## config.mk

```make
export PLATFORM = sky130hd
export DESIGN_NAME = cic_interp
export DESIGN_NICKNAME = d
export VERILOG_FILES = /design/src/rtl/cic_interp.sv
export SDC_FILE = /design/constraint.sdc
export NUM_CORES = 1
export LEC_CHECK = 0
export ABC_AREA = 1
export CAP_MARGIN = 20
export CORE_MARGIN = 2
export CORE_UTILIZATION = 35
export DETAILED_ROUTE_END_ITERATION = 10
export GPL_TIMING_DRIVEN = 0
export PLACE_DENSITY_LB_ADDON = 0.25
export SETUP_SLACK_MARGIN = 0.1
export SLEW_MARGIN = 30
export SYNTH_ARGS = -nofsm -noshare
export SYNTH_HDL_FRONTEND = slang
export SYNTH_SLANG_ARGS = --single-unit
```

## constraint.sdc

```tcl
create_clock -name clk -period 4.51 [get_ports clk]
set_clock_uncertainty 0.1 [all_clocks]
set_input_delay 0.902 -clock clk [delete_from_list [all_inputs] [get_ports clk]]
set_output_delay 0.902 -clock clk [all_outputs]
set_load 0.1 [all_outputs]
```

## src/rtl/cic_interp.sv

```systemverilog
// cic_interp: Q-stage CIC interpolator with runtime factor R, bypass path and saturating output.
// Optional macro CIC_INTERP_GAIN_COMP_EN normalises the DC gain by shifting (Q-1)*log2(R) bits.
module cic_interp #(
    parameter int DATA_WIDTH        = 16,
    parameter int DATA_FRAC         = 15,
    parameter int Q                 = 1,
    parameter int N                 = 1,
    parameter int MAX_INTERP_FACTOR = 16,
    parameter int ACC_WIDTH         = DATA_WIDTH + Q * $clog2(N * MAX_INTERP_FACTOR)
) (
    input  logic                                clk,
    input  logic                                rst_n,
    input  logic                                valid_in,
    output logic                                ready_in,
    input  logic                                bypass,
    input  logic [$clog2(MAX_INTERP_FACTOR):0]  interp_factor,
    input  logic                                out_tick,
    input  logic signed [DATA_WIDTH-1:0]        cic_in,
    output logic signed [DATA_WIDTH-1:0]        cic_out,
    output logic                                valid_out,
    output logic                                overflow,
    output logic                                underflow
);

    localparam int ACC_FRAC = DATA_FRAC;
    localparam int RND_SH   = ACC_FRAC - DATA_FRAC;
    localparam int RW       = $clog2(MAX_INTERP_FACTOR) + 1;
    localparam logic signed [ACC_WIDTH:0] SAT_MAX =
        {{(ACC_WIDTH-DATA_WIDTH+2){1'b0}}, {(DATA_WIDTH-1){1'b1}}};
    localparam logic signed [ACC_WIDTH:0] SAT_MIN =
        {{(ACC_WIDTH-DATA_WIDTH+2){1'b1}}, {(DATA_WIDTH-1){1'b0}}};

    typedef enum logic {IDLE, RUN} state_t;

    state_t                       state_q, state_d;
    logic [RW-1:0]                phase_q, phase_d;
    logic [RW-1:0]                r_q, r_d;
    logic signed [ACC_WIDTH-1:0]  dly_q   [Q][N];
    logic signed [ACC_WIDTH-1:0]  dly_d   [Q][N];
    logic signed [ACC_WIDTH-1:0]  integ_q [Q];
    logic signed [ACC_WIDTH-1:0]  integ_d [Q];
    logic signed [ACC_WIDTH-1:0]  comb_q, comb_d;
    logic signed [DATA_WIDTH-1:0] cic_out_q, cic_out_d;
    logic                         valid_out_q, valid_out_d;
    logic                         overflow_q, overflow_d;
    logic                         underflow_q, underflow_d;

    logic                         last, accept;
    logic signed [ACC_WIDTH-1:0]  c_x, c_y, i_x, i_s;

    function automatic logic [RW-1:0] clamp_r(input logic [RW-1:0] f);
        logic [RW-1:0] r;
        r = f;
        if (f == '0)
            r = RW'(1);
        else if (f > RW'(MAX_INTERP_FACTOR))
            r = RW'(MAX_INTERP_FACTOR);
        return r;
    endfunction

`ifdef CIC_INTERP_GAIN_COMP_EN
    function automatic int log2_r(input logic [RW-1:0] r);
        int l;
        l = 0;
        for (int i = 0; i < RW; i++)
            if (r[i]) l = i;
        return l;
    endfunction
`endif

    function automatic logic signed [ACC_WIDTH:0] round_half_up(input logic signed [ACC_WIDTH-1:0] a);
        logic signed [ACC_WIDTH:0] ext, half;
        half = (ACC_WIDTH+1)'((1 << RND_SH) >> 1);
        ext  = {a[ACC_WIDTH-1], a};
        ext  = ext + half;
        return ext >>> RND_SH;
    endfunction

    // Returns {overflow, underflow, sample}.
    function automatic logic [DATA_WIDTH+1:0] saturate(input logic signed [ACC_WIDTH:0] v);
        logic [DATA_WIDTH+1:0] r;
        if (v > SAT_MAX)
            r = {2'b10, SAT_MAX[DATA_WIDTH-1:0]};
        else if (v < SAT_MIN)
            r = {2'b01, SAT_MIN[DATA_WIDTH-1:0]};
        else
            r = {2'b00, v[DATA_WIDTH-1:0]};
        return r;
    endfunction

    always_comb begin
        state_d     = state_q;
        phase_d     = phase_q;
        r_d         = r_q;
        dly_d       = dly_q;
        integ_d     = integ_q;
        comb_d      = comb_q;
        cic_out_d   = cic_out_q;
        valid_out_d = 1'b0;
        overflow_d  = overflow_q;
        underflow_d = underflow_q;
        c_x         = '0;
        c_y         = '0;
        i_x         = '0;
        i_s         = '0;

        last     = (phase_q == r_q - RW'(1));
        ready_in = bypass || (state_q == IDLE) || (out_tick && last);
        accept   = valid_in && ready_in;

        if (bypass) begin
            state_d     = IDLE;
            phase_d     = '0;
            comb_d      = '0;
            overflow_d  = 1'b0;
            underflow_d = 1'b0;
            for (int k = 0; k < Q; k++) begin
                integ_d[k] = '0;
                for (int j = 0; j < N; j++)
                    dly_d[k][j] = '0;
            end
            if (valid_in) begin
                cic_out_d   = cic_in;
                valid_out_d = 1'b1;
            end
        end else begin
            if (state_q == RUN && out_tick) begin
                // Zero-stuffing: only the first phase of a sample feeds the comb result in.
                i_x = (phase_q == '0) ? comb_q : '0;
                for (int k = 0; k < Q; k++) begin
                    integ_d[k] = integ_q[k] + i_x;
                    i_x        = integ_d[k];
                end
`ifdef CIC_INTERP_GAIN_COMP_EN
                i_s = i_x >>> ((Q - 1) * log2_r(r_q));
`else
                i_s = i_x;
`endif
                {overflow_d, underflow_d, cic_out_d} = saturate(round_half_up(i_s));
                valid_out_d = 1'b1;
                if (last) begin
                    state_d = IDLE;
                    phase_d = '0;
                end else begin
                    phase_d = phase_q + RW'(1);
                end
            end
            if (accept) begin
                c_x = {{(ACC_WIDTH-DATA_WIDTH){cic_in[DATA_WIDTH-1]}}, cic_in};
                for (int k = 0; k < Q; k++) begin
                    c_y         = c_x - dly_q[k][N-1];
                    dly_d[k][0] = c_x;
                    for (int j = 1; j < N; j++)
                        dly_d[k][j] = dly_q[k][j-1];
                    c_x = c_y;
                end
                comb_d  = c_x;
                phase_d = '0;
                r_d     = clamp_r(interp_factor);
                state_d = RUN;
            end
        end
    end

    always_ff @(posedge clk or negedge rst_n) begin
        if (!rst_n) begin
            state_q     <= IDLE;
            phase_q     <= '0;
            r_q         <= RW'(1);
            comb_q      <= '0;
            cic_out_q   <= '0;
            valid_out_q <= 1'b0;
            overflow_q  <= 1'b0;
            underflow_q <= 1'b0;
            for (int k = 0; k < Q; k++) begin
                integ_q[k] <= '0;
                for (int j = 0; j < N; j++)
                    dly_q[k][j] <= '0;
            end
        end else begin
            state_q     <= state_d;
            phase_q     <= phase_d;
            r_q         <= r_d;
            comb_q      <= comb_d;
            cic_out_q   <= cic_out_d;
            valid_out_q <= valid_out_d;
            overflow_q  <= overflow_d;
            underflow_q <= underflow_d;
            integ_q     <= integ_d;
            dly_q       <= dly_d;
        end
    end

    assign cic_out   = cic_out_q;
    assign valid_out = valid_out_q;
    assign overflow  = overflow_q;
    assign underflow = underflow_q;

endmodule

```

Word-level counts from Yosys, hierarchy flattened
Index checks and enable logic that the tools add are counted.

cells by class
  $add $sub $neg = 4
  order comparisons = 3
  equality and inequality tests = 2
  mux-type cells = 29
  bitwise logic cells = 2
  reduce and logical (&&, ||, !) cells = 14

operator list
  operator                                                      number
  two-way mux 20 bit                                            7
  two-way mux 16 bit                                            3
  two-way mux 5 bit                                             6
  adder 20 bit                                                  1
  > comparator 20 x 16 -> 1 bit, second input constant          1
  less-than comparator 20 x 16 -> 1 bit, second input constant  1
  subtractor 16 x 20 -> 20 bit                                  1
  two-way mux 18 bit                                            1
  two-way mux 17 bit                                            1
  two-way mux 1 bit                                             11
  zero test 5 bit                                               2
  AND reduction 2 bit                                           3
  nonzero test 3 bit                                            2
  adder 5 x 1 -> 5 bit, second input constant                   1
  == test 5 bit                                                 1
  > comparator 5 bit, second input constant                     1
  subtractor 5 x 1 -> 5 bit, second input constant              1
  nonzero test 2 bit                                            2
  logical AND 1 bit                                             3
  logical OR 1 bit                                              2
  inequality test 2 bit, second input constant                  1
  inverter 1 bit                                                2

word-level totals
  bits in registers = 90
  input port bits = 26
  logic and storage cells = 64

Longest topological paths before layout
Gate-level depths: netlist of the first run.

  word-level depth = 8
  gate-level depth with buffers = 23
  gate-level depth less buffers = 21

Worst setup path after synthesis of the first run
No wires, ideal clock.

  path kind = reg2reg
  start = register phase_q[0]
  end = register cic_out_q[6] (netlist: cic_out[6])
  data arrival time = 2.900 ns
  required time = 4.297 ns
  path slack = 1.398 ns
  stages on the path, launching flop included = 23
  buffers on the path = 3
  path through = dfrtp_1 inv_1 ha_1 nand4_1 clkbuf_1 clkbuf_1 nor2_1 ha_1 nand2_2 inv_2 nand2_1 nand2_1 a21oi_2 nand2_2 a21oi_1 nand2_1 nand2_2 nand2_4 buf_12 nand2_2 nand3_2 nand2_1 inv_1

on the way
  longest elaborated chain between the ends = 8
  elaborated cells on any way between the ends = 9
  those cells by class = add/sub (1); order compare (2); mux (5); reduce/logical (1)

ends and longest elaborated chain
  element                                line  text
  from (decl)                            36    logic [RW-1:0] phase_q, phase_d;
  from (signal assigned)                 182   phase_q <= phase_d;
  zero test 5 bit (*)                    129   i_x = (phase_q == '0) ? comb_q : '0;
  two-way mux 20 bit (*)                 129
  adder 20 bit (*)                       131   integ_d[k] = integ_q[k] + i_x;
  less-than comparator 20 x 16 -> 1 bit  84    else if (v < SAT_MIN)
  two-way mux 17 bit                     84
  two-way mux 18 bit (*)                 82    if (v > SAT_MAX)
  two-way mux 16 bit (*)                 127   if (state_q == RUN && out_tick) begin
  two-way mux 16 bit (*)                 111   if (bypass) begin
  to (signal assigned)                   185   cic_out_q <= cic_out_d;
  to (decl)                              43    logic signed [DATA_WIDTH-1:0] cic_out_q, cic_out_d;

Every way passes the cells marked *; elsewhere a longest branch is shown, timed or not. The select of a mux whose other input is x is not followed.
A chain may end at the register's enable or synchronous reset.

Final worst setup path of the first run
  start = register r_q[0]
  end = output port ready_in

on the way
  longest elaborated chain between the ends = 4

ends and longest elaborated chain
  element                    line  text
  from (decl)                37    logic [RW-1:0] r_q, r_d;
  from (signal assigned)     183   r_q <= r_d;
  subtractor 5 x 1 -> 5 bit  107   last = (phase_q == r_q - RW'(1));
  == test 5 bit              107
  logical AND 1 bit          108   ready_in = bypass || (state_q == IDLE) || (out_tick && last);
  logical OR 1 bit           108
  to (decl)                  14    output logic ready_in,

Every way passes these cells.

==> summary.md, run 1 <==
| Metric | Value |
|---|---|
| Sequential share of the synthesized area | `36.9%` |
| Vias | `5,119` |
| Avg Synthesized Cell Area | `7.39 µm²` |
| N_diodes | `0` |
| Maximum vdd drop | `0.000294 V` |
| # H-tree levels | `3` |
| DR DRC count | `0` |
| Critical Path RT | `3.51 ns` |
| First-pass GRT wire length | `25,500 µm` |
| Post-layout minimum cycle time | `4.14 ns` |
| Maxcap violations | `0` |
| Routability Congestion | `0.843` |
| Final setup fails | `0` |
| Synth area leaders | `dfrtp_1 36%, nand2_1 14%, ha_1 8.1%` |
| CTS buffer count | `9` |
| Via/cell ratio | `4.78` |
| Final hold vios | `0` |
| Initial DRC count | `331` |
| Hold-fix buffers, CTS | `0` |
| Hold slack | `0.293 ns` |
| Synth area leader | `dfrtp_1` |
| Sink Count | `86` |
| Ys Warns | `0` |
| Tightest Pin Transition | `0.992 ns` |
| DR WL/cell | `14.6 µm` |
| Rel. slew slack | `33.7%` |
| Die X | `133 µm` |
| Kind of critical path | `reg -> out` |
| Fin crit share | `91.7%` |
| Gr usage total | `18.4%` |
| Port Buffers | `44` |
| Worst-path fanout max | `4` |
| CP Cell Sequence | `inv_1, ha_1, xnor2_1, a21oi_1, nand4_2, o21bai_4, clkdlybuf4s50_1` |
| Clock Path Buffers | `2` |
| Initial core utilization | `35.4%` |
| CORE AREA | `0.0165 mm²` |
| Die ar. | `0.0177 mm²` |
| Mapped Cells | `790` |
| Layout net count | `912` |
| Largest net degree at the start of global routing | `67` |
| ANT nets after route | `0` |
| Clk slew on worst S/H paths | `0.06 ns` |
| Fmax | `0.242 GHz` |
| #FFs+latches synth | `86` |
| Post-Syn Area | `0.00583 mm²` |
| Layout area overhead | `17.7%` |
| Setup TNS | `0 ns` |
| Crit-path slowest cell | `clkdlybuf4s50_1` |
| Number of global-route vias before repair | `4,978` |
| P_leak | `3.39 nW` |
| DP HPWL | `12,000 µm` |
| Skew-Pair Late Insertion Delay | `0.35 ns` |
| Detailed Route WL | `15,600 µm` |
| Root Buffer | `clkbuf_16` |
| Drt first pass iters | `5` |
| Crit path capture type | `output pin` |
| Die Span Y | `133 µm` |
| RSZ-0062 raised after global routing | `no` |
| CTS tree | `yes` |
| FF-to-FF Start | `phase_q[0]` |
| Layout cell share with drive strength beyond 1 | `10.9%` |
| I/O Pins | `46` |
| Gr ovfl total | `0` |
| Area share of the largest cell type after synthesis | `36.5%` |
| Post-CTS Setup Bufs | `0` |
| Worst setup path startpoint | `r_q[0]` |
| CP max stage delay | `1.17 ns` |
| Critical path data arrival time | `3.13 ns` |
| Synth Net Count | `856` |
| Initial antenna violation count | `0` |
| Hold/Removal Path Class | `in -> async` |
| Number of distinct library cells after synthesis | `44` |
| FF-to-FF setup slack | `0.59 ns` |
| CP Launch Type | `register` |
| FILL cells | `1,749` |
| PwrDens | `400 mW/mm²` |
| Status | `finished, final reports clean` |
| # rows | `47` |
| Slew Viols, Final | `0` |
| Post-CTS Resized | `0` |
==> worst paths after layout <==
check,depth (start not counted),to
worst max-delay path,7,ready_in
max in group asynchronous,2,r_q[0]
worst min register to register,2,integ_q[3]
worst max register to register,22,cic_out[9]
worst min-delay path,1,dly_q[4]
min in group clk,2,integ_q[3]
==> critical path, delay by kind of cell (launching register included) <==
kind | cells | cell delay, ns
buf+inv | 2 | 1.25
fa+ha+maj | 1 | 0.32
compound gates | 2 | 0.37
xor+xnor | 1 | 0.13
flops | 1 | 0.55
simple gates | 1 | 0.16
==> routing by layer <==
layer | vias up | GRT usage [%] | part of all wire [%]
met2 | 100 | 29.2 | 45
met1 | 2355 | 25.3 | 49
li1 | 2643 | - | -
met3 | 21 | 3.54 | 3.6
met5 | - | 0 | 0
met4 | 0 | 5.79 | 2.1
==> final cells by class <==
type | count | area [µm²] | share of cell area (%)
plain buffers | 21 | 119 | 1.73
clock buffers | 14 | 274 | 3.99
clock inverters | 2 | 15.0 | 0.219
inverters | 106 | 398 | 5.79
multi-input cells | 577 | 3160 | 46.1
flip-flops and latches | 86 | 2150 | 31.4
well taps | 220 | 275 | 4.01
repair buffers | 45 | 469 | 6.83
==> report_power, final <==
part           internal, mW  switching, mW  total [mW]  leakage, nW
combinational         0.322          0.760        1.08         2.14
sequential            0.874         0.0495       0.924         1.12
clock                 0.420          0.322       0.742        0.135
==> placed cells by master, fill, tap and decap left out, types with 22 or more instances in the layout <==
| master | Yosys | final |
|---|---|---|
| a21oi_1 | 33 | 33 |
| inv_1 | 97 | 97 |
| nand3_1 | 31 | 31 |
| ha_1 | 38 | 38 |
| clkdlybuf4s50_1 | 0 | 43 |
| nand2_1 | 212 | 212 |
| nor2_1 | 72 | 72 |
| nand2_2 | 22 | 22 |
| dfrtp_1 | 85 | 85 |
| o21ai_0 | 56 | 56 |
==> cells by family (layout without fill, tap and decap cells) <==
logic type	Yosys count	in the layout	share of synthesized area, %
compound gates	128	128	12.2
xor+xnor	25	25	3.75
fa+ha+maj	40	40	8.84
buf+inv	127	188	8.86
flops	86	86	36.9
simple gates	384	384	29.4
==> Yosys cell counts <==
library cell / count
nand2_2: 22
inv_2: 8
nand2_4: 1
or2_2: 10
nand2_1: 212
buf_2: 7
o21ai_0: 56
a21oi_1: 33
o21bai_1: 1
o21a_1: 1
a21o_1: 3
buf_12: 1
clkbuf_1: 10
o211ai_1: 1
nor2_4: 1
inv_1: 97
fa_1: 2
nor2_1: 72
and3_1: 2
buf_6: 1
or3_1: 1
xnor2_1: 14
nor3_1: 6
nand3_2: 14
nand3b_1: 1
buf_4: 2
o21ai_1: 9
xor2_1: 11
ha_1: 38
a31oi_1: 5
nand4_1: 5
nor3b_1: 1
nand4_2: 1
a21oi_2: 3
o31ai_1: 1
dfrtp_1: 85
nand3_1: 31
a22oi_1: 1
o21bai_4: 1
dfstp_2: 1
clkinv_1: 1
nor2_2: 4
o22ai_1: 11
a22o_1: 2
==> flip-flops by register name (all words and copies together), names as in the netlist <==
register / count
phase_q: 5
overflow: 1
underflow: 1
integ_q: 20
valid_out: 1
cic_out: 16
dly_q: 16
comb_q: 20
state_q: 1
r_q: 5
==> stage by stage <==
stage,power [mW],setup slack (ns),instances,util [%],instance area (µm²)
2_1_floorplan,1.74,1.40,790,-,5830
3_3_place_gp,2.01,-0.924,1054,39.8,6550
3_5_place_dp,2.02,0.581,1055,40.0,6580
4_1_cts,2.77,0.347,1071,41.7,6870
5_1_grt,2.90,0.256,1071,41.7,6870
6_report,2.75,0.374,1071,41.7,6870
(Power assumes the default switching activity.)
==> inputs of run 2 (changes only) <==
- CORE_MARGIN: 2 -> unset
- CTS_CLUSTER_SIZE: unset -> 16
==> run 2 against run 1 <==
Design area about the same. Sequential share of layout area is essentially flat. Fmax up 0.17%. Cell count is 0.37% lower. Highest routed layer unchanged. Via count down 0.63%. Clock power is 5.0% higher. Sequential cell count is the same. Register-to-register slack better by 0.05 ns. Count of clock-buffer cells in the layout is 3 lower. Non-clock buffer count is the same. Global-route usage grew 0.33 points.
==> summary.md, run 2 (same netlist as run 1, synthesis figures left out) <==
| Metric | Value |
|---|---|
| Initial core utilization | `36.3% (+0.90 points)` |
| Maxcap violations | `0 (unchanged)` |
| Initial antenna violation count | `0 (unchanged)` |
| Post-CTS Resized | `0 (unchanged)` |
| Fmax | `0.242 GHz (+0.17%)` |
| Die X | `131 µm (-1.5%)` |
| Finished Cell Area | `0.00687 mm² (about the same)` |
| N_diodes | `0 (unchanged)` |
| First-pass GRT wire length | `25,300 µm (-0.62%)` |
| Via/cell ratio | `4.77 (-0.25%)` |
| Post-layout util | `42.8% (+1.1 points)` |
| Power share of the sequential group | `33.2% (-0.4 points)` |
| Worst-path fanout max | `4 (unchanged)` |
| Placed Cells | `1,051 (-0.38%)` |
| CORE AREA | `0.0161 mm² (-2.5%)` |
| Critical path data arrival time | `3.13 ns (about the same)` |
| DR WL/cell | `14.3 µm (-2.1%)` |
| Largest registers | `comb_q: 20 flops, integ_q: 20 flops` |
| Hold-fix buffers, CTS | `0 (unchanged)` |
| Number of global-route vias before repair | `4,995 (+0.34%)` |
| Pint | `1.64 mW (+1.6%)` |
| CP Launch Type | `register` |
| Crit path capture type | `output pin` |
| Comb power frac | `38.7% (-0.7 points)` |
| Clk slew on worst S/H paths | `0.06 ns (about the same)` |
| RSZ-0062 raised after global routing | `no` |
| Count of non-filler cells in the finished layout | `1,067 (-0.37%)` |
| Detailed Route WL | `15,300 µm (-2.4%)` |
| Hold/Removal Path Class | `in -> async` |
| Post-CTS Setup Bufs | `0 (unchanged)` |
| Root Buffer | `clkbuf_16` |
| Clock power frac | `28.0% (+1.0 points)` |
| Die Span Y | `131 µm (-1.5%)` |
| PwrDens | `404 mW/mm² (+1.1%)` |
| I/O Pins | `46 (unchanged)` |
| Vias | `5,087 (-0.63%)` |
| Gr ovfl total | `0 (unchanged)` |
| Tightest Pin Transition | `0.975 ns (-0.0165 ns)` |
| Switching power | `1.14 mW (+0.52%)` |
| Largest net degree at the start of global routing | `65 (-3.0%)` |
| DP HPWL | `11,900 µm (-0.93%)` |
| CTS buffer count | `9 (unchanged)` |
| Slew Viols, Final | `0 (unchanged)` |
| Rel. slew slack | `34.8% (+1.1 points)` |
| Skew-Pair Late Insertion Delay | `0.35 ns (about the same)` |
| Sink Count | `86 (unchanged)` |
| Commonest non-fill, non-tap cell in the layout | `nand2_1` |
| Layout net count | `912 (unchanged)` |
| P_leak | `3.41 nW (+0.43%)` |
| Kind of critical path | `reg -> out` |
| Switching Share | `40.9% (-0.26 points)` |
| CTS tree | `yes` |
| Final setup fails | `0 (unchanged)` |
| # rows | `46 (-2.1%)` |
| Layout area overhead | `17.8% (about the same)` |
| Final hold vios | `0 (unchanged)` |
| Fin crit share | `91.6% (-0.16 points)` |
| DP Area | `0.00657 mm² (about the same)` |
| DR DRC count | `0 (unchanged)` |
| Initial DRC count | `224 (-32%)` |
| Gr usage total | `18.7% (+0.33 points)` |
| Post-layout minimum cycle time | `4.13 ns (-0.00701 ns)` |
| Commonest cells after routing, fill and taps aside | `212 x nand2_1, 97 x inv_1, 85 x dfrtp_1, 72 x nor2_1, 56 x o21ai_0` |
| Drt first pass iters | `5 (unchanged)` |
| # H-tree levels | `3 (unchanged)` |
| Layout cell share with drive strength beyond 1 | `11.0% (+0.12 points)` |
| Port Buffers | `44 (unchanged)` |
| Clock Path Buffers | `2 (unchanged)` |
| Routability Congestion | `0.850 (+0.84%)` |
| Critical Path RT | `3.51 ns (about the same)` |
| Status | `finished, final reports clean` |
| Die ar. | `0.0172 mm² (-3.0%)` |
| Maximum vdd drop | `0.000342 V (+16%)` |
| ANT nets after route | `0 (unchanged)` |
==> run 2: changes by cell type in the layout (fill, tap and decap cells not counted), sizes merged <==
cell and delta:
inv +1, clkinvlp -2, clkinv +3, clkbuf -3, bufinv +1
==> run 2: area by class of cell <==
class | count | area, µm²
clock buffer | 11 | 243
inverter | 106 | 398
buffer | 21 | 119
clock inverter | 5 | 57.6
multi-input combinational | 577 | 3160
fill | 1680 | 9180
timing repair buffer | 45 | 469
tap | 216 | 270
sequential | 86 | 2150
==> run 2: path summary, 6_finish.rpt <==
kind / cells after the start / slack, ns / startpoint / endpoint
min in group clk: 2 / 0.39 / integ_q[8] / integ_q[8]
max in group asynchronous: 2 / 3.38 / rst_n / r_q[0]
worst max-delay path: 8 / 0.38 / r_q[0] / ready_in
worst min-delay path: 1 / 0.29 / rst_n / integ_q[16]
worst min register to register: 2 / 0.39 / integ_q[8] / integ_q[8]
worst max register to register: 22 / 0.64 / phase_q[0] / cic_out[9]
==> run 2: routing by layer <==
layer / GRT usage, % / wire length, µm / vias up
li1: - / - / 2649
met1: 25.5 / 7540 / 2335
met2: 29.7 / 6840 / 78
met3: 3.24 / 544 / 25
met4: 6.67 / 342 / 0
met5: 0 / 0 / -
==> run 2: metrics by stage <==
| stage | worst slack, ns | hold slack, ns | setup TNS (ns) | power [mW] |
|---|---|---|---|---|
| after floorplan | 1.40 | 0.355 | 0 | 1.74 |
| after global placement | -0.974 | 0.374 | -82.18 | 2.01 |
| after detailed placement | 0.638 | 0.376 | 0 | 2.02 |
| after CTS | 0.357 | 0.300 | 0 | 2.81 |
| after global routing | 0.171 | 0.312 | 0 | 2.93 |
| final | 0.381 | 0.295 | 0 | 2.78 |
==> run 2: power by group through the flow <==
| stage | sequential [mW] | combinational, mW | clock, mW |
|---|---|---|---|
| after CTS | 0.924 | 1.09 | 0.796 |
| after global routing | 0.935 | 1.17 | 0.820 |
| after detailed placement | 0.938 | 1.08 | 0 |
| after floorplan | 1.23 | 0.507 | 0 |
| final | 0.924 | 1.08 | 0.779 |
| after global placement | 0.939 | 1.07 | 0 |
==> run 2: worst max-delay path, cell delays in order (launching register included) <==
cell and delay [ns]:
dfstp_2 0.56, inv_1 0.08, ha_1 0.23, xnor2_1 0.20, xor2_1 0.09, nor2_1 0.12
nand4_2 0.13, o21bai_4 0.21, clkdlybuf4s50_1 1.16
==> inputs of run 3 (changes only) <==
- CAP_MARGIN: 20 -> 25
- CELL_PAD_IN_SITES_DETAIL_PLACEMENT: unset -> 1
- CELL_PAD_IN_SITES_GLOBAL_PLACEMENT: unset -> 1
==> run 3 against run 2 <==
Worst hold slack better by 0.038 ns. Global-route usage up 3.0 points. Wire length grew 15%. Count of clock-buffer cells in the layout rose by 1. Cell count stayed put. Critical path type unchanged. Critical endpoint unchanged. Largest power group unchanged.
==> summary.md, run 3 (same netlist as run 1, synthesis figures left out) <==
| Metric | Value |
|---|---|
| Via/cell ratio | `5.00 (+4.8%)` |
| Power share of the sequential group | `33.5% (+0.3 points)` |
| Routability Congestion | `0.819 (-3.6%)` |
| Hold-fix buffers, CTS | `0 (unchanged)` |
| Post-CTS Setup Bufs | `0 (unchanged)` |
| Port Buffers | `44 (unchanged)` |
| Commonest cells after routing, fill and taps aside | `212 x nand2_1, 97 x inv_1, 85 x dfrtp_1, 72 x nor2_1, 56 x o21ai_0` |
| Post-layout util | `42.7% (-0.086 points)` |
| Comb power frac | `39.6% (+0.9 points)` |
| First-pass GRT wire length | `29,300 µm (+16%)` |
| Fin crit share | `93.1% (+1.5 points)` |
| Pwr Total | `2.78 mW (about the same)` |
| Hold/Removal Path Class | `in -> async` |
| Tightest Pin Transition | `0.984 ns (+0.00910 ns)` |
| FILL cells | `2,004 (+19%)` |
| Fmax | `0.238 GHz (-1.6%)` |
| Clock Path Buffers | `2 (unchanged)` |
| Layout net count | `912 (unchanged)` |
| Switching Share | `41.5% (+0.53 points)` |
| Pint | `1.63 mW (-0.94%)` |
| Post-layout minimum cycle time | `4.20 ns (+0.0680 ns)` |
| CTS tree | `yes` |
| Initial DRC count | `258 (+15%)` |
| P_leak | `3.39 nW (-0.50%)` |
| Sink Count | `86 (unchanged)` |
| Switching power | `1.15 mW (+1.2%)` |
| Slew Viols, Final | `0 (unchanged)` |
| PwrDens | `405 mW/mm² (+0.15%)` |
| CTS buffer count | `9 (unchanged)` |
| Clk slew on worst S/H paths | `0.06 ns (about the same)` |
| Maxcap violations | `0 (unchanged)` |
| Setup TNS | `0 ns (unchanged)` |
| Initial antenna violation count | `0 (unchanged)` |
| Post-CTS Resized | `0 (unchanged)` |
| Final worst slack | `0.313 ns (-0.0680 ns)` |
| Drt first pass iters | `4 (-1)` |
| Root Buffer | `clkbuf_16` |
| # H-tree levels | `3 (unchanged)` |
| Critical Path RT | `3.51 ns (about the same)` |
| Final setup fails | `0 (unchanged)` |
| Skew-Pair Late Insertion Delay | `0.35 ns (about the same)` |
| ANT nets after route | `0 (unchanged)` |
| I/O Pins | `46 (unchanged)` |
| DP HPWL | `14,100 µm (+18%)` |
| DR WL/cell | `16.5 µm (+15%)` |
| Die X | `131 µm (unchanged)` |
| Largest registers | `comb_q: 20 flops, integ_q: 20 flops` |
| Vias | `5,331 (+4.8%)` |
| Gr ovfl total | `0 (unchanged)` |
| Layout cell share with drive strength beyond 1 | `10.8% (-0.24 points)` |
| Status | `finished, final reports clean` |
| Rel. slew slack | `34.2% (-0.61 points)` |
| RSZ-0062 raised after global routing | `no` |
| Maximum vdd drop | `0.000276 V (-19%)` |
| N_diodes | `0 (unchanged)` |
| Detailed Route WL | `17,600 µm (+15%)` |
| Die Span Y | `131 µm (unchanged)` |
| CP Launch Type | `register` |
| Gr usage total | `21.7% (+3.0 points)` |
| Clock power frac | `26.9% (-1.1 points)` |
| CORE AREA | `0.0161 mm² (unchanged)` |
| Initial core utilization | `36.3% (unchanged)` |
| Number of global-route vias before repair | `5,738 (+15%)` |
| Place WS | `0.542 ns (-0.0964 ns)` |
| Critical path data arrival time | `3.20 ns (+0.07 ns)` |
| Worst-path fanout max | `4 (unchanged)` |
| Crit path capture type | `output pin` |
| Commonest non-fill, non-tap cell in the layout | `nand2_1` |
| Die ar. | `0.0172 mm² (unchanged)` |
| DR DRC count | `0 (unchanged)` |
| Final hold vios | `0 (unchanged)` |
| Largest net degree at the start of global routing | `56 (-14%)` |
| Layout area overhead | `17.6%` |
| # rows | `46 (unchanged)` |
| Kind of critical path | `reg -> out` |
==> run 3: changes by cell type in the layout (fill, tap and decap cells not counted) <==
cell	change
inv_6	-1
clkinv_2	-1
clkbuf_8	-1
clkinv_4	-1
clkinvlp_4	+2
clkbuf_1	+2
==> run 3: power groups by stage <==
stage | Sequential (mW) | Clock, mW | Combinational [mW]
floorplan | 1.23 | 0 | 0.507
global placement | 0.941 | 0 | 1.07
detailed placement | 0.945 | 0 | 1.10
CTS | 0.932 | 0.764 | 1.11
global route | 0.943 | 0.800 | 1.19
finish | 0.931 | 0.747 | 1.10
==> run 3: critical path: stages, from the launching register on <==
cell and delay (ns):
dfstp_2 0.55, inv_1 0.07, ha_1 0.23, xnor2_1 0.14, xor2_1 0.14, nor2_1 0.12, nand4_2 0.20, o21bai_4 0.23
clkdlybuf4s50_1 1.17
==> run 3: layout make-up <==
class	instances	area, µm²	share of cell area [%]
sequential	86	2150	31.4
clock inverter	4	50.0	0.730
multi-input combinational	577	3160	46.1
tap	216	270	3.94
inverter	106	398	5.80
clock buffer	12	236	3.45
buffer	21	119	1.73
timing repair buffer	45	469	6.84
==> run 3: path summary, 6_finish.rpt <==
check | start | endpoint | slack (ns) | cells past startpoint
min | rst_n | overflow | 0.33 | 1
max in group asynchronous | rst_n | integ_q[5] | 3.37 | 2
min in group clk | integ_q[5] | integ_q[5] | 0.39 | 2
min reg2reg | integ_q[5] | integ_q[5] | 0.39 | 2
max | r_q[0] | ready_in | 0.31 | 8
max reg2reg | phase_q[0] | cic_out[11] | 0.55 | 21
==> run 3: metal layers <==
layer	wire (µm)	vias up	GRT usage, %
met5	0	-	0
met4	277	0	6.08
met3	511	21	3.16
met2	8770	81	37.9
met1	8040	2582	27.6
li1	-	2647	-
==> run 3: per-stage QoR <==
| stage | hold slack [ns] | cells | area, µm² |
|---|---|---|---|
| 5_1_grt | 0.351 | 1067 | 6860 |
| 4_1_cts | 0.342 | 1067 | 6860 |
| 6_report | 0.333 | 1067 | 6860 |
| 3_5_place_dp | 0.376 | 1051 | 6570 |
| 2_1_floorplan | 0.355 | 790 | 5830 |
| 3_3_place_gp | 0.372 | 1050 | 6550 |
